==> config.mk <==
export PLATFORM = sky130hd
export DESIGN_NAME = fp_systolic_pe
export DESIGN_NICKNAME = d
export VERILOG_FILES = /design/src/rtl/fp_systolic_pe.sv
export SDC_FILE = /design/constraint.sdc
export NUM_CORES = 2
export LEC_CHECK = 0
export ABC_AREA = 1
export CAP_MARGIN = 0
export CORE_MARGIN = 2
export CORE_UTILIZATION = 40
export CTS_BUF_LIST = sky130_fd_sc_hd__clkbuf_4 sky130_fd_sc_hd__clkbuf_8
export CTS_CLUSTER_DIAMETER = 40
export DETAILED_ROUTE_END_ITERATION = 6
export PLACE_DENSITY = 0.57
export SYNTH_ARGS = -nofsm -noshare
export SYNTH_HDL_FRONTEND = slang
export SYNTH_SLANG_ARGS = --single-unit
==> constraint.sdc <==
create_clock -name CLK -period 24.9 [get_ports CLK]
set_input_delay 4.98 -clock CLK [delete_from_list [all_inputs] [get_ports CLK]]
set_output_delay 4.98 -clock CLK [all_outputs]
set_load 0.02 [all_outputs]
==> src/rtl/fp_systolic_pe.sv <==
// fp_systolic_pe: FP32 multiply-accumulate element for an output-stationary
// systolic array. Three-stage MAC (operand latch, multiply, accumulate) plus
// a free-running FWD_LAT-deep forwarding path so elements tile by abutment.
`timescale 1ns/1ps
module fp_systolic_pe #(
  parameter int DATA_W    = 32,
  parameter int CNT_W     = 16,
  parameter int MAX_TERMS = 1024,
  parameter int FWD_LAT   = 1
) (
  input  logic              CLK,
  input  logic              RST_N,
  input  logic [DATA_W-1:0] IN_TOP,
  input  logic [DATA_W-1:0] IN_LEFT,
  input  logic              IN_VALID,
  input  logic              IN_LAST,
  input  logic              ACC_CLEAR,
  output logic [DATA_W-1:0] OUT_RIGHT,
  output logic [DATA_W-1:0] OUT_BOTTOM,
  output logic              OUT_VALID,
  output logic              OUT_LAST,
  output logic [DATA_W-1:0] RESULT,
  output logic              RESULT_VALID,
  output logic [CNT_W-1:0]  TERM_CNT,
  output logic              ERR_OVF
);

  localparam logic [CNT_W-1:0] MAX_CNT = CNT_W'(MAX_TERMS);

  // FP32 multiply, round-to-nearest-even; zero operands give +0, subnormals flush.
  function automatic logic [31:0] fp_mul(input logic [31:0] a, input logic [31:0] b);
    logic              s;
    logic [47:0]       p;
    logic [22:0]       m;
    logic              g, st;
    logic signed [10:0] e;
    logic [23:0]       mr;
    s = a[31] ^ b[31];
    if (a[30:0] == 31'd0 || b[30:0] == 31'd0) return 32'd0;
    if (a[30:23] == 8'hFF) return {s, 8'hFF, a[22:0]};
    if (b[30:23] == 8'hFF) return {s, 8'hFF, b[22:0]};
    if (a[30:23] == 8'd0 || b[30:23] == 8'd0) return 32'd0;
    p = {24'd0, 1'b1, a[22:0]} * {24'd0, 1'b1, b[22:0]};
    e = $signed({3'b000, a[30:23]}) + $signed({3'b000, b[30:23]}) - 11'sd127;
    if (p[47]) begin
      m = p[46:24]; g = p[23]; st = |p[22:0]; e = e + 11'sd1;
    end else begin
      m = p[45:23]; g = p[22]; st = |p[21:0];
    end
    mr = {1'b0, m} + {23'd0, g & (st | m[0])};
    if (mr[23]) e = e + 11'sd1;
    if (e >= 11'sd255) return {s, 8'hFF, 23'd0};
    if (e <= 11'sd0) return 32'd0;
    return {s, e[7:0], mr[22:0]};
  endfunction

  // FP32 add; a zero addend passes the other through, exact cancellation gives +0.
  function automatic logic [31:0] fp_add(input logic [31:0] a, input logic [31:0] b);
    logic [31:0]       x, y;
    logic [26:0]       mx, my, lost_mask;
    logic [27:0]       sum;
    logic [7:0]        d;
    logic signed [9:0] e;
    logic [23:0]       mr;
    logic              sticky;
    if (a[30:0] == 31'd0 && b[30:0] == 31'd0) return 32'd0;
    if (a[30:0] == 31'd0) return b;
    if (b[30:0] == 31'd0) return a;
    if (a[30:23] == 8'hFF) return a;
    if (b[30:23] == 8'hFF) return b;
    if (b[30:0] > a[30:0]) begin x = b; y = a; end
    else begin x = a; y = b; end
    if (x[30:23] == 8'd0) return 32'd0;
    if (y[30:23] == 8'd0) return x;
    mx = {1'b1, x[22:0], 3'b000};
    my = {1'b1, y[22:0], 3'b000};
    d  = x[30:23] - y[30:23];
    if (d > 8'd26) begin
      // smaller addend lies entirely below the guard bits
      my = 27'd1;
    end else begin
      lost_mask = (27'd1 << d) - 27'd1;
      sticky    = |(my & lost_mask);
      my        = (my >> d) | {26'd0, sticky};
    end
    if (x[31] == y[31]) sum = {1'b0, mx} + {1'b0, my};
    else                sum = {1'b0, mx} - {1'b0, my};
    if (sum == 28'd0) return 32'd0;
    e = $signed({2'b00, x[30:23]});
    if (sum[27]) begin
      sum = {1'b0, sum[27:2], sum[1] | sum[0]};
      e   = e + 10'sd1;
    end else begin
      for (int i = 0; i < 26; i++) begin
        if (!sum[26]) begin
          sum = sum << 1;
          e   = e - 10'sd1;
        end
      end
    end
    mr = {1'b0, sum[25:3]} + {23'd0, sum[2] & ((|sum[1:0]) | sum[3])};
    if (mr[23]) e = e + 10'sd1;
    if (e >= 10'sd255) return {x[31], 8'hFF, 23'd0};
    if (e <= 10'sd0) return 32'd0;
    return {x[31], e[7:0], mr[22:0]};
  endfunction

  logic [31:0] reg_top, reg_left, pipe, acc, result_q, mul_q, sum_q;
  logic [2:1]  vld_pipe, lst_pipe;
  logic        first, result_valid_q, err_ovf_q;
  logic [CNT_W-1:0] term_cnt;

  logic [FWD_LAT-1:0][DATA_W-1:0] fwd_right, fwd_bottom;
  logic [FWD_LAT-1:0]             fwd_valid, fwd_last;

  // Arithmetic for S2 (product) and S3 (running sum).
  always_comb begin
    mul_q = fp_mul(reg_top, reg_left);
    sum_q = first ? pipe : fp_add(acc, pipe);
  end

  // S1: operand latch; a clear also kills the term arriving this cycle.
  always_ff @(posedge CLK or negedge RST_N) begin
    if (!RST_N) begin
      reg_top     <= '0;
      reg_left    <= '0;
      vld_pipe[1] <= 1'b0;
      lst_pipe[1] <= 1'b0;
    end else begin
      reg_top     <= IN_TOP;
      reg_left    <= IN_LEFT;
      vld_pipe[1] <= IN_VALID & ~ACC_CLEAR;
      lst_pipe[1] <= IN_LAST & IN_VALID;
    end
  end

  // S2: multiply; bubbles leave PIPE untouched.
  always_ff @(posedge CLK or negedge RST_N) begin
    if (!RST_N) begin
      pipe        <= '0;
      vld_pipe[2] <= 1'b0;
      lst_pipe[2] <= 1'b0;
    end else if (ACC_CLEAR) begin
      vld_pipe[2] <= 1'b0;
    end else begin
      vld_pipe[2] <= vld_pipe[1];
      if (vld_pipe[1]) begin
        pipe        <= mul_q;
        lst_pipe[2] <= lst_pipe[1];
      end
    end
  end

  // S3: accumulate, publish on LAST, count terms and flag overruns.
  always_ff @(posedge CLK or negedge RST_N) begin
    if (!RST_N) begin
      acc            <= '0;
      first          <= 1'b1;
      term_cnt       <= '0;
      result_q       <= '0;
      result_valid_q <= 1'b0;
      err_ovf_q      <= 1'b0;
    end else begin
      result_valid_q <= 1'b0;
      if (ACC_CLEAR) begin
        acc      <= '0;
        first    <= 1'b1;
        term_cnt <= '0;
      end else if (vld_pipe[2]) begin
        if (lst_pipe[2]) begin
          result_q       <= sum_q;
          result_valid_q <= 1'b1;
          acc            <= '0;
          first          <= 1'b1;
          term_cnt       <= '0;
        end else begin
          acc   <= sum_q;
          first <= 1'b0;
          if (term_cnt < MAX_CNT) term_cnt <= term_cnt + 1'b1;
          if (term_cnt >= MAX_CNT - 1'b1) err_ovf_q <= 1'b1;
        end
      end
    end
  end

  // Forwarding shift registers: always shifting, blind to ACC_CLEAR.
  always_ff @(posedge CLK or negedge RST_N) begin
    if (!RST_N) begin
      fwd_right  <= '0;
      fwd_bottom <= '0;
      fwd_valid  <= '0;
      fwd_last   <= '0;
    end else begin
      fwd_right[0]  <= IN_LEFT;
      fwd_bottom[0] <= IN_TOP;
      fwd_valid[0]  <= IN_VALID;
      fwd_last[0]   <= IN_LAST;
      for (int i = 1; i < FWD_LAT; i++) begin
        fwd_right[i]  <= fwd_right[i-1];
        fwd_bottom[i] <= fwd_bottom[i-1];
        fwd_valid[i]  <= fwd_valid[i-1];
        fwd_last[i]   <= fwd_last[i-1];
      end
    end
  end

  assign OUT_RIGHT    = fwd_right[FWD_LAT-1];
  assign OUT_BOTTOM   = fwd_bottom[FWD_LAT-1];
  assign OUT_VALID    = fwd_valid[FWD_LAT-1];
  assign OUT_LAST     = fwd_last[FWD_LAT-1];
  assign RESULT       = result_q;
  assign RESULT_VALID = result_valid_q;
  assign TERM_CNT     = term_cnt;
  assign ERR_OVF      = err_ovf_q;

endmodule

==> summary.md <==
| Metric | Value |
|---|---|
| Grt total ovfl | 0 |
| Clock Path Buffers | 2 |
| Share of layout cells above drive strength 1 | 0.06474 |
| Fraction of registers with async set/reset | 1.000 |
| Avg Cell Area, Syn | 6.264 um2 |
| Via count | 48.60k |
| Min-Delay Startpoint | vld_pipe[2] |
| Worst Max-Slew Pin Slew | 1.303 ns |
| CP Capture Type | flop |
| Syn Nets | 8450 |
| Average routed wire per standard cell | 19.05 um |
| Synth warn | 0 |
| Post-route ant nets | 0 |
| Syn Inst Count | 7599 |
| Fin nets | 8484 |
| Status | completed |
| Worst r2r src | acc[28] |
| Clock-pin slew on the worst setup and hold paths | 0.14 ns |
| Area of the multi-input gates | 36330 um2 |
| Tcrit/Tclk final | 0.9120 |
| Final setup vio count | 0 |
| #FFs+latches synth | 185 |
| Hold_buf cts | 0 |
| GPL Wtd Cong | 0.9730 |
| Most used cell along the critical path | nand2_1 |
| Setup slack after layout | 2.191 ns |
| Number of port buffers | 184 |
| Die width | 349.0 um |
| Final Slew Violations | 0 |
| CP Max Fanout | 95 |
| Pin count of the biggest net entering global routing | 96 |
| Non-Filler Instances | 9183 |
| Clk root buf | clkbuf_8 |
| DP HPWL | 139500 um |
| Post-synth EDFFs | 0 |
| Post-Place Setup Slack | 1.223 ns |
| Die ar. | 121800 um2 |
| Hold WS | 0.4729 ns |
| Max Cap Viol | 0 |
| Distinct cells, synth | 72 |
| Final wirelength | 175000 um |
| Final hold viol count | 0 |
| WHS Path Cells | 1 |
| Top Usage Layer GRT | met2 |
| FP Rows | 126 |
| Crit start category | flop |
| Layout area overhead | 8.218% |
| DRC Markers | 0 |
| Number of global-route vias before repair | 47.81k |
| M3 GR Usage | 0.03311 |
| CTS H-tree lvls | 4 |
| Post-synthesis sequential area ratio | 0.09729 |
| R2R Setup Slk | 2.19 ns |
| CP required | 25.42 ns |
| Final core occ | 0.4362 |
| Boundary pin count | 185 |
| Clock Latency Late Sink | 0.62 ns |
| RR Endpoint | RESULT[23] |
| Core Area | 118100 um2 |
| CP max stage cell | o21ai_0 |
| GRT Resource Usage Total | 0.2873 |
| WHS Endpoint | first |
| Initial core utilization | 0.4031 |
| DR iter-0 viols | 3555 |
| Fill cells | 12.69k |
| Vias per cell | 5.293 |
| Critical path arrival | 23.23 ns |
| Clock skew | 0.03443 ns |
| Pre-antenna DRT Iters | 6 |
| WS Path Type | flop to flop |
| Met2 usage | 0.4865 |
| Num CTS Buffers | 17 |
| First-pass GRT wire length | 274100 um |
| Met1 usage | 0.3629 |
| Placed Instances | 9142 |
| Reg2reg path depth | 134 |
| CTS tree | built |
| HP Class | flop to flop |
| Slew HR | 0.1218 |
| Top_reg_cell synth | dfrtp_1 |
| CP max stage delay | 0.93 ns |
| Cell Area, Synth | 47600 um2 |
| Initial antenna violation count | 2 |
| Fmax | 0.04404 GHz |
| Die Ht | 349.0 um |
| Sequential cell area | 4631 um2 |
| Clock sinks | 185 |
| Crit path time final | 22.71 ns |
-- area by class of cell --
class                      instances  share of cell area
clock buffer                      17            0.004542
antenna                            1          0.00004858
timing repair buffer             305             0.05361
multi-input combinational       5672              0.7054
tap                             1536             0.03731
inverter                        1452              0.1062
sequential                       185             0.08990
clock inverter                    15            0.003036
-- cell usage in the layout, fill, tap and decap left out, types with 111 or more instances in the layout --
cell / instances
nand2_1: 2421
inv_1: 1363
nand3_1: 547
fa_1: 484
nor2_1: 483
o21ai_0: 325
ha_1: 298
a21oi_1: 249
dfrtp_1: 184
clkdlybuf4s50_1: 183
nand4_1: 142
buf_4: 119
nand2_2: 111
-- critical path: cells and delay by family (launching register included) --
family / cells / cell delay, ns
DFF: 1 / 0.46
and+or+nand+nor: 76 / 10.09
adders and majority gates: 21 / 5.92
AOI/OAI and AO/OA: 18 / 3.98
buffers and inverters: 19 / 1.95
-- per-stage QoR --
| step | area, um2 | TNS [ns] |
|---|---|---|
| global placement | 50990 | 0 |
| detailed placement | 50990 | 0 |
| global route | 51510 | -0.08945 |
| floorplan | 47600 | 0 |
| CTS | 51380 | 0 |
| finish | 51510 | 0 |
-- cell usage after synthesis, drive strengths merged (29+ instances only) --
library cell  instances  area, um2
nand3               587       3161
dfrtp               184       4604
nor2                537       2272
fa                  484       9689
xor2                 81      716.9
clkbuf              228      855.8
nor3                 61      326.6
nand2              2547       9943
xnor2                29      254.0
inv                1439       5409
a21oi               253       1289
buf                  63      394.1
nand4               145      934.6
ha                  298       3729
o21ai               359       1819
nor4                 43      269.0
-- worst max path at each step --
stage                        from         end
after floorplan           acc[26]   RESULT[5]
after global placement    acc[23]     acc[23]
after detailed placement  acc[14]  RESULT[23]
after CTS                 acc[23]  RESULT[23]
after global routing      acc[26]     acc[24]
final                     acc[28]  RESULT[23]
-- registers in the layout (all words and copies together), names as in the netlist --
name,cells
ERR_OVF,1
OUT_BOTTOM,32
OUT_LAST,1
OUT_RIGHT,32
OUT_VALID,1
RESULT,32
RESULT_VALID,1
TERM_CNT,16
acc,32
first,1
lst_pipe,2
pipe,32
vld_pipe,2
-- cell families (layout without fill, tap and decap cells) --
logic type | count (synthesis) | after routing | share of synthesized area
other cells | 0 | 1 | 0
mux | 6 | 6 | 0.001262
simple gates | 3984 | 3985 | 0.3645
flops | 185 | 185 | 0.09729
xor+xnor | 110 | 110 | 0.02040
buf+inv | 1743 | 1789 | 0.1410
fa+ha+maj | 782 | 782 | 0.2819
compound gates | 789 | 789 | 0.09364
-- layer usage --
| metal | part of all wire | routed length (um) | up-vias |
|---|---|---|---|
| met4 | 0.056 | 9809 | 0 |
| met3 | 0.055 | 9550 | 352 |
| met2 | 0.47 | 81770 | 1534 |
| met1 | 0.42 | 73830 | 23125 |
| li1 | - | - | 23592 |
| met5 | 0 | 0 | - |
-- repair_timing --
action,CTS,global route
hold endpoints to repair,0,0
gates resized for setup,0,14
buffers inserted,0,7
endpoints found under the setup margin,0,64
Power is not shown: default switching activity piles up to over one toggle a cycle in this logic, so the estimate is an artifact.
